`config.mk`:
```
export PLATFORM = sky130hd
export DESIGN_NAME = regex_job_sequencer
export DESIGN_NICKNAME = d
export VERILOG_FILES = /design/src/rtl/regex_job_sequencer_pkg.sv /design/src/rtl/regex_job_sequencer_watchdog.sv /design/src/rtl/regex_job_sequencer.sv
export SDC_FILE = /design/constraint.sdc
export NUM_CORES = 1
export LEC_CHECK = 0
export ABC_AREA = 1
export CAP_MARGIN = 20
export CORE_MARGIN = 1
export CORE_UTILIZATION = 41
export DETAILED_ROUTE_END_ITERATION = 8
export GPL_ROUTABILITY_DRIVEN = 1
export PLACE_DENSITY = 0.84
export SYNTH_ARGS = -nofsm -noshare
export SYNTH_HDL_FRONTEND = slang
export SYNTH_SLANG_ARGS = --single-unit
```
`constraint.sdc`:
```
create_clock -name i_clk -period 5.4 [get_ports i_clk]
set_input_delay 0.54 -clock i_clk [delete_from_list [all_inputs] [get_ports i_clk]]
set_output_delay 0.54 -clock i_clk [all_outputs]
set_load 0.01 [all_outputs]
```
`src/rtl/regex_job_sequencer_pkg.sv`:
```
// Shared constants, AXI_top command/status codes and sequencer state type.
// The optional WAIT watchdog is enabled with the JOB_SEQ_TIMEOUT_EN macro.
package AXI_package;

   localparam int REG_WIDTH = 40;

   localparam logic [REG_WIDTH-1:0] CMD_NOP                = 40'd0;
   localparam logic [REG_WIDTH-1:0] CMD_WRITE              = 40'd1;
   localparam logic [REG_WIDTH-1:0] CMD_START              = 40'd2;
   localparam logic [REG_WIDTH-1:0] CMD_READ_ELAPSED_CLOCK = 40'd3;
   localparam logic [REG_WIDTH-1:0] CMD_RESET              = 40'd4;

   localparam logic [REG_WIDTH-1:0] STATUS_IDLE     = 40'd0;
   localparam logic [REG_WIDTH-1:0] STATUS_RUNNING  = 40'd1;
   localparam logic [REG_WIDTH-1:0] STATUS_ACCEPTED = 40'd2;
   localparam logic [REG_WIDTH-1:0] STATUS_REJECTED = 40'd3;

   localparam logic [REG_WIDTH-1:0] CC_PTR_OFFSET = 40'd16;

   typedef enum logic [3:0] {
      IDLE, W_ADDR, W_CMD, W_NOP, PTR, START, CHECK, WAIT,
      READ_CC, CAPTURE, RESULT, CLEAR
   } job_seq_state_t;

   // Each string word carries five bytes; the remaining count floors at zero.
   function automatic logic [15:0] bytesAfterWord(input logic [15:0] bytesLeft);
      return (bytesLeft > 16'd5) ? (bytesLeft - 16'd5) : 16'd0;
   endfunction

endpackage

```
`src/rtl/regex_job_sequencer_watchdog.sv`:
```
// WAIT-state watchdog: counts cycles while active, flags the final allowed cycle.
// Only instantiated when JOB_SEQ_TIMEOUT_EN is defined.
module job_seq_watchdog #(
   parameter int TIMEOUT_CYCLES = 1_000_000
) (
   input  logic i_clk,
   input  logic i_rst,
   input  logic i_active,
   output logic o_expired
);

   localparam logic [31:0] LAST_COUNT = 32'(TIMEOUT_CYCLES - 1);

   logic [31:0] r_count;

   assign o_expired = i_active && (r_count == LAST_COUNT);

   // Leaving WAIT clears the count, so every entry starts a fresh window.
   always_ff @(posedge i_clk) begin
      if (i_rst || !i_active) begin
         r_count <= 32'd0;
      end else if (!o_expired) begin
         r_count <= r_count + 32'd1;
      end
   end

endmodule

```
`src/rtl/regex_job_sequencer.sv`:
```
// Loads a regex job (code + string words) into AXI_top, runs it and returns the verdict.
// Define JOB_SEQ_TIMEOUT_EN to bound the WAIT state with job_seq_watchdog.
module regex_job_sequencer
   import AXI_package::*;
#(
   parameter int TIMEOUT_CYCLES = 1_000_000
) (
   input  logic                 i_clk,
   input  logic                 i_rst,
   input  logic                 i_job_valid,
   output logic                 o_job_ready,
   input  logic [15:0]          i_job_code_words,
   input  logic [15:0]          i_job_string_len,
   input  logic                 i_in_valid,
   output logic                 o_in_ready,
   input  logic [REG_WIDTH-1:0] i_in_data,
   output logic [REG_WIDTH-1:0] o_address_register,
   output logic [REG_WIDTH-1:0] o_data_in_register,
   output logic [REG_WIDTH-1:0] o_start_cc_pointer_register,
   output logic [REG_WIDTH-1:0] o_end_cc_pointer_register,
   output logic [REG_WIDTH-1:0] o_cmd_register,
   input  logic [REG_WIDTH-1:0] i_status_register,
   input  logic [REG_WIDTH-1:0] i_data_o_register,
   output logic                 o_res_valid,
   input  logic                 i_res_ready,
   output logic                 o_res_accept,
   output logic                 o_res_error,
   output logic [REG_WIDTH-1:0] o_res_cycles
);

   localparam logic [REG_WIDTH-1:0] TIMEOUT_VALUE = REG_WIDTH'(TIMEOUT_CYCLES);

   job_seq_state_t       r_state;
   job_seq_state_t       w_nextState;
   logic [15:0]          r_codeWords;
   logic [15:0]          r_stringLen;
   logic [15:0]          r_bytesLeft;
   logic [16:0]          r_wordIdx;
   logic [17:0]          r_codeBase;
   logic                 r_phase;
   logic [REG_WIDTH-1:0] r_address;
   logic [REG_WIDTH-1:0] r_dataIn;
   logic [REG_WIDTH-1:0] r_startCc;
   logic [REG_WIDTH-1:0] r_endCc;
   logic                 r_resAccept;
   logic                 r_resError;
   logic [REG_WIDTH-1:0] r_resCycles;

   logic [REG_WIDTH-1:0] w_cmd;
   logic                 w_jobReady;
   logic                 w_inReady;
   logic                 w_resValid;
   logic                 w_isStringWord;
   logic [15:0]          w_bytesNext;
   logic                 w_timeout;
   logic                 w_statusDone;

   assign w_isStringWord = (r_wordIdx >= {1'b0, r_codeWords});
   assign w_bytesNext    = bytesAfterWord(r_bytesLeft);
   assign w_statusDone   = (i_status_register == STATUS_ACCEPTED) ||
                           (i_status_register == STATUS_REJECTED);

`ifdef JOB_SEQ_TIMEOUT_EN
   job_seq_watchdog #(
      .TIMEOUT_CYCLES (TIMEOUT_CYCLES)
   ) u_watchdog (
      .i_clk     (i_clk),
      .i_rst     (i_rst),
      .i_active  (r_state == WAIT),
      .o_expired (w_timeout)
   );
`else
   assign w_timeout = 1'b0;
`endif

   always_ff @(posedge i_clk) begin
      if (i_rst) begin
         r_state <= IDLE;
      end else begin
         r_state <= w_nextState;
      end
   end

   always_comb begin
      w_nextState = r_state;
      w_cmd       = CMD_NOP;
      w_jobReady  = 1'b0;
      w_inReady   = 1'b0;
      w_resValid  = 1'b0;
      case (r_state)
         IDLE: begin
            w_jobReady = 1'b1;
            if (i_job_valid) begin
               w_nextState = (i_job_string_len == 16'd0) ? RESULT : W_ADDR;
            end
         end
         W_ADDR: begin
            w_inReady = 1'b1;
            if (i_in_valid) begin
               w_nextState = W_CMD;
            end
         end
         W_CMD: begin
            w_cmd       = CMD_WRITE;
            w_nextState = W_NOP;
         end
         W_NOP: begin
            w_nextState = (w_isStringWord && (w_bytesNext == 16'd0)) ? PTR : W_ADDR;
         end
         PTR: begin
            w_nextState = START;
         end
         START: begin
            w_cmd = CMD_START;
            if (r_phase) begin
               w_nextState = CHECK;
            end
         end
         CHECK: begin
            w_nextState = (i_status_register == STATUS_RUNNING) ? WAIT : RESULT;
         end
         WAIT: begin
            if (w_statusDone) begin
               w_nextState = READ_CC;
            end else if ((i_status_register != STATUS_RUNNING) || w_timeout) begin
               w_nextState = RESULT;
            end
         end
         READ_CC: begin
            w_cmd       = CMD_READ_ELAPSED_CLOCK;
            w_nextState = CAPTURE;
         end
         CAPTURE: begin
            w_nextState = RESULT;
         end
         RESULT: begin
            w_resValid = 1'b1;
            if (i_res_ready) begin
               w_nextState = CLEAR;
            end
         end
         CLEAR: begin
            if (!r_phase) begin
               w_cmd = CMD_RESET;
            end else begin
               w_nextState = IDLE;
            end
         end
         default: begin
            w_nextState = IDLE;
         end
      endcase
   end

   // Job bookkeeping and the registered AXI_top/result payload.
   always_ff @(posedge i_clk) begin
      if (i_rst) begin
         r_codeWords <= 16'd0;
         r_stringLen <= 16'd0;
         r_bytesLeft <= 16'd0;
         r_wordIdx   <= 17'd0;
         r_codeBase  <= 18'd0;
         r_phase     <= 1'b0;
         r_address   <= '0;
         r_dataIn    <= '0;
         r_startCc   <= '0;
         r_endCc     <= '0;
         r_resAccept <= 1'b0;
         r_resError  <= 1'b0;
         r_resCycles <= '0;
      end else begin
         r_phase <= ((r_state == START) || (r_state == CLEAR)) ? ~r_phase : 1'b0;
         case (r_state)
            IDLE: begin
               if (i_job_valid) begin
                  r_codeWords <= i_job_code_words;
                  r_stringLen <= i_job_string_len;
                  r_bytesLeft <= i_job_string_len;
                  r_wordIdx   <= 17'd0;
                  r_codeBase  <= {i_job_code_words, 2'b00};
                  r_resAccept <= 1'b0;
                  r_resError  <= (i_job_string_len == 16'd0);
                  r_resCycles <= '0;
               end
            end
            W_ADDR: begin
               if (i_in_valid) begin
                  r_address <= REG_WIDTH'(r_wordIdx);
                  r_dataIn  <= i_in_data;
               end
            end
            W_NOP: begin
               r_wordIdx <= r_wordIdx + 17'd1;
               if (w_isStringWord) begin
                  r_bytesLeft <= w_bytesNext;
               end
            end
            PTR: begin
               r_startCc <= REG_WIDTH'(r_codeBase) + CC_PTR_OFFSET;
               r_endCc   <= REG_WIDTH'(r_codeBase) + REG_WIDTH'(r_stringLen)
                            - REG_WIDTH'(1) + CC_PTR_OFFSET;
            end
            CHECK: begin
               if (i_status_register != STATUS_RUNNING) begin
                  r_resError <= 1'b1;
               end
            end
            WAIT: begin
               if (i_status_register == STATUS_ACCEPTED) begin
                  r_resAccept <= 1'b1;
               end else if (i_status_register == STATUS_REJECTED) begin
                  r_resAccept <= 1'b0;
               end else if (i_status_register != STATUS_RUNNING) begin
                  r_resError <= 1'b1;
               end else if (w_timeout) begin
                  r_resError  <= 1'b1;
                  r_resCycles <= TIMEOUT_VALUE;
               end
            end
            CAPTURE: begin
               r_resCycles <= i_data_o_register;
            end
            default: begin
            end
         endcase
      end
   end

   // Handshakes and commands are masked while reset is held.
   assign o_job_ready                 = w_jobReady & ~i_rst;
   assign o_in_ready                  = w_inReady & ~i_rst;
   assign o_res_valid                 = w_resValid & ~i_rst;
   assign o_cmd_register              = i_rst ? CMD_NOP : w_cmd;
   assign o_address_register          = r_address;
   assign o_data_in_register          = r_dataIn;
   assign o_start_cc_pointer_register = r_startCc;
   assign o_end_cc_pointer_register   = r_endCc;
   assign o_res_accept                = r_resAccept;
   assign o_res_error                 = r_resError;
   assign o_res_cycles                = r_resCycles;

endmodule

```
### Yosys cells after proc, flatten, opt, wreduce, memory -nomap -nowiden

Index checks and enable logic that the tools add are counted.

* register bits after elaboration: 249
* input bits: 157
* output and inout port bits: 245
* logic and storage cells: 105

* add/sub/neg operators: 6
* magnitude comparators: 2
* eq/ne operators: 25
* multiplexer cells: 34
* bitwise logic cells: 6
* reduce and logical (&&, ||, !) cells: 19

Operators by type and width (count)
* equality test 40 x 2 -> 1 bit, second input constant: 2
* two-way mux 40 bit: 2
* case mux 40 bit (2 select lines): 1
* two-way mux 16 bit: 3
* case mux 4 bit (12 select lines): 1
* equality test 40 x 1 -> 1 bit, second input constant: 1
* inequality test 40 x 1 -> 1 bit, second input constant: 1
* two-way mux 4 bit: 9
* case mux 17 bit (2 select lines): 1
* logical NOT 16 bit: 2
* case mux 16 bit (2 select lines): 1
* adder 20 x 6 -> 21 bit, second input constant: 1
* subtractor 19 x 1 -> 20 bit, second input constant: 1
* adder 18 x 16 -> 19 bit: 1
* adder 18 x 5 -> 19 bit, second input constant: 1
* adder 17 x 1 -> 17 bit, second input constant: 1
* greater-or-equal comparator 17 x 16 -> 1 bit: 1
* two-way mux 17 bit: 1
* equality test 4 x 3 -> 1 bit, second input constant: 4
* equality test 4 bit, second input constant: 4
* > comparator 16 x 3 -> 1 bit, second input constant: 1
* inequality test 2 bit, second input constant: 8
* subtractor 16 x 3 -> 16 bit, second input constant: 1
* case mux 3 bit (4 select lines): 1
* other kinds (19): 42

### Logic depth before layout (Yosys ltp)

* word-level depth: 6
* gate-level depth with buffers: 21
* depth with buffers taken out: 21

### Least setup slack after synthesis

OpenSTA, ideal clock, no wires.

* path kind: register -> register
* from: reg r_codeWords[8] (netlist name)
* to: reg r_endCc[18], in the netlist o_end_cc_pointer_register[18]
* arrival: 2.310 ns
* required time: 5.291 ns
* path slack: 2.982 ns
* stages on the path, launching flop included: 19
* buffers on the path: 0
* cells stage by stage: dfxtp_1 inv_1 ha_1 inv_1 ha_1 nand2_1 inv_1 a21oi_1 inv_1 a21oi_1 nand2_1 xor2_2 nand2_1 nor2_1 nand3_1 nand2_1 nand3_1 nand2_1 inv_1

RTL lines
* end signal, assigned: RTL line regex_job_sequencer.sv:200 `r_endCc <= REG_WIDTH'(r_codeBase) + REG_WIDTH'(r_stringLen)`
* end, declared: RTL line regex_job_sequencer.sv:44 `logic [REG_WIDTH-1:0] r_endCc;`

### Worst setup path in the final report

* from: reg r_state[0]
* to: out o_cmd_register[1]

* longest elaborated chain between the ends: 3
* elaborated cells on any way between the ends: 6

Ends and longest elaborated chain
* start, declared: RTL line regex_job_sequencer.sv:33 `job_seq_state_t r_state;`
* start signal, assigned: RTL line regex_job_sequencer.sv:80 `r_state <= w_nextState;`
* equality test 4 bit (tied with other cells): RTL line regex_job_sequencer.sv:90 `case (r_state)`
* case mux 3 bit (4 select lines) (*): RTL line regex_job_sequencer.sv:90
* two-way mux 40 bit (*): RTL line regex_job_sequencer.sv:233 `assign o_cmd_register = i_rst ? CMD_NOP : w_cmd;`
* end, declared: RTL line regex_job_sequencer.sv:21 `output logic [REG_WIDTH-1:0] o_cmd_register,`

Mark *: on every way between the ends. The rest lies on a longest branch, timed or not.

==> impl_metrics.tcl <==
set metrics [dict create \
    finalClockSkew_ns 0.01474 \
    start_util_pct 41.87 \
    detail-route-antenna-nets 0 \
    async_flop_share_pct 0 \
    critPathTopFamily "simple AND/OR/NAND/NOR gates" \
    synth-seq-cells 207 \
    power_mw 7.491 \
    slew_headroom_pct 27.51 \
    remaining_drc_errors 0 \
    port_buffers 318 \
    p_leak_nw 6.798 \
    p_clk_share_pct 23.4 \
    dp_hpwl_mm 26.35 \
    post_cts_resized 0 \
    die-area_um2 30160 \
    finalNonFillerCells 2432 \
    period_needed_ns 3.350 \
    cts_buffers 25 \
    synth_cells 1773 \
    clk_pin_slew_ns 0.06 \
    p_int_mw 4.141 \
    timing.rr.start "r_state[2]" \
    clockBufferDepth 3 \
    die_y_um 173.7 \
    synthToLayoutAreaGrowth_pct 31.80 \
    cp_max_fo 45 \
    h-tree-depth 1 \
    whs_path_depth 2 \
    seqPwrFrac_pct 25.6 \
    synth-edff-count 0 \
    yosysSeqAreaShare_pct 34.29 \
    drv_cap 0 \
    ir_drop_v 0.0002604 \
    slew_violations 0 \
    ctsHoldBuffers 0 \
    post_drt_wl_per_cell_um 14.49 \
    firstDrtPassIters 5 \
    cp_num_buf_inv 2 \
    hold_class "reg2reg" \
    status "finished clean" \
    num_rows 62 \
    p_switching_mw 3.350 \
    fin_area_um2 15930 \
    r2r-end "r_bytesLeft[1]" \
    hold_start "o_data_in_register[33]" \
    gp_congestion 0.9414 \
    top_level_ports 402 \
    vias 12140 \
    swShare_pct 44.72 \
    synth_warnings 0 \
    crit_arrival_ns 2.81 \
    finalSetupViolations 0 \
    insertion_delay_ns 0.54 \
    synth_top_flop_cell "dfxtp_1" \
    cts_tree "yes" \
    required_ns 4.86 \
    worstPathCellList "inv_1, nor2_4, nand2_1, a21oi_1, clkdlybuf4s50_1" \
    drt_wl_total_mm 35.23 \
    worst_hold_path.endpoint "o_data_in_register[33]" \
    fin_setup_tns_ns 0 \
    antenna_cells 0 \
    crit_type "reg2out" \
    die_w_um 173.7 \
    grt_pass1_wl_mm 56.55 \
    grt_usage_pct 22.61 \
    synthDistinctLibCells 46 \
    drt_iter0_markers 853 \
    grt_max_degree 115 \
    post-route-period-util_pct 62.03 \
    endpoint_kind "primary output" \
    placed_cell_area_um2 15070 \
    worstRegToRegCells 9 \
    grt_overflow 0 \
    drive_above_1_share_pct 4.736 \
    syn_avg_cell_area_um2 6.816 \
    cts_root_buffer "clkbuf_16" \
    r2r_setup_slack_ns 2.49 \
    grt_setup_unrepaired "false" \
    cpPeakStageDelay_ns 0.82 \
    slowest_stage "nor2_4" \
    core_um2 28860 \
    viasPerCell 4.991 \
    post-place-cells 2388 \
    worst_slew_pin_slew_ns 1.085 \
    antenna_found_initial 1 \
    syn_area_um2 12080 \
    fmax_ghz 0.2986 \
    hold_violations 0 \
    cp-start-kind "flop" \
    fin_util_pct 55.19 \
    final_nets 2243 \
    cts_setup_buffers 0 \
    power_density_nw_per_um2 470.3 \
    grt_pass1_vias 11370 \
    p_comb_share_pct 51.0 \
    numClockSinks 207 \
]
## worst max-delay path by stage
stage / start / to / cells after the start
after floorplan: r_codeWords[8] / o_end_cc_pointer_register[18] / 18
after global placement: r_state[0] / o_in_ready / 5
after detailed placement: r_state[2] / r_bytesLeft[1] / 9
after CTS: r_state[0] / o_cmd_register[1] / 5
after global routing: r_state[0] / o_cmd_register[1] / 5
final: r_state[0] / o_cmd_register[1] / 5
## tightest hold or removal path, delay by kind of cell (launching register included)
kind	cells	cell delay, ns
buffers and inverters	1	0.04
flip-flops	1	0.30
AO/OA/AOI/OAI	1	0.05
## layout make-up
type | instances | area [um2]
sequential | 207 | 4144
multi-input combinational | 1200 | 6187
clock inverter | 15 | 205.2
timing repair buffer | 327 | 3246
clock buffer | 29 | 650.6
inverter | 270 | 1013
tap | 384 | 480.5
fill | 2705 | 12930
## layer usage
layer | routed length [um] | global-route usage (%) | vias up | part of all wire (%)
li1 | - | - | 6081 | -
met1 | 14340 | 26.85 | 5531 | 41
met2 | 17810 | 41.53 | 476 | 51
met3 | 2487 | 4.364 | 49 | 7.1
met4 | 577 | 5.482 | 2 | 1.6
met5 | 13 | 0 | - | 0.037
## through the flow
stage | hold WS, ns | worst slack, ns
floorplan | 0.4289 | 2.982
global placement | 0.4303 | 2.601
detailed placement | 0.4372 | 2.543
CTS | 0.4456 | 2.022
global route | 0.4603 | 1.845
finish | 0.4408 | 2.051
## power groups by stage
stage	combinational (mW)	clock, mW	sequential (mW)
after CTS	3.80	1.79	1.92
final	3.82	1.75	1.92
after global routing	4.31	1.85	1.95
after global placement	3.69	0	1.93
after detailed placement	3.77	0	1.94
after floorplan	2.76	0	1.96
## kinds of logic (layout without fill, tap and decap cells)
family | Yosys count | after routing | share of synthesized area [%]
AOI/OAI and AO/OA | 390 | 390 | 16.84
xor gates and xnor gates | 27 | 27 | 2.143
adders and majority gates | 55 | 55 | 5.757
buffers and inverters | 448 | 641 | 17.28
DFF | 207 | 207 | 34.29
other | 1 | 83 | 0.03103
and+or+nand+nor | 645 | 645 | 23.66
## synthesized netlist by cell type (3+ instances only)
library cell	number	area, um2
a221oi_1	3	26.28
xnor2_1	5	43.79
nor2_2	8	50.05
ha_1	54	675.7
xor2_1	19	166.4
dfxtp_1	207	4144
buf_2	4	20.02
nand2_2	8	50.05
clkbuf_1	64	240.2
nand3_2	3	30.03
buf_4	105	788.3
nand3_1	161	805.8
o21ai_0	164	820.8
nand2_1	242	908.4
o211ai_1	4	30.03
o21ai_1	4	20.02
a21oi_1	199	996.0
inv_1	261	979.7
xor2_2	3	48.80
nand4_1	28	175.2
nor4_1	6	37.54
inv_2	8	30.03
nor2_4	4	45.04
nor3_2	3	30.03
o31ai_1	3	22.52
nor3_1	15	75.07
nor2_1	162	608.1
buf_1	4	15.01
## cell usage in the layout, fill, tap and decap left out, types with 8 or more instances in the layout
master / instances
clkdlybuf4s50_1: 317
inv_1: 261
nand2_1: 242
dfxtp_1: 207
a21oi_1: 199
o21ai_0: 164
nand3_1: 160
nor2_1: 160
conb_1: 83
ha_1: 54
nand4_1: 28
clkbuf_16: 25
xor2_1: 19
nor3_1: 15
inv_2: 9
buf_4: 9
nand2_2: 8
nor2_2: 8
## flip-flops by register name (all words and copies together), names as in the netlist, 16 cells and up
signal / cells
o_data_in_register: 40
o_res_cycles: 40
o_end_cc_pointer_register: 21
o_address_register: 17
o_start_cc_pointer_register: 17
r_wordIdx: 17
r_bytesLeft: 16
r_codeWords: 16
r_stringLen: 16
Power figures use the tool's default switching activity.
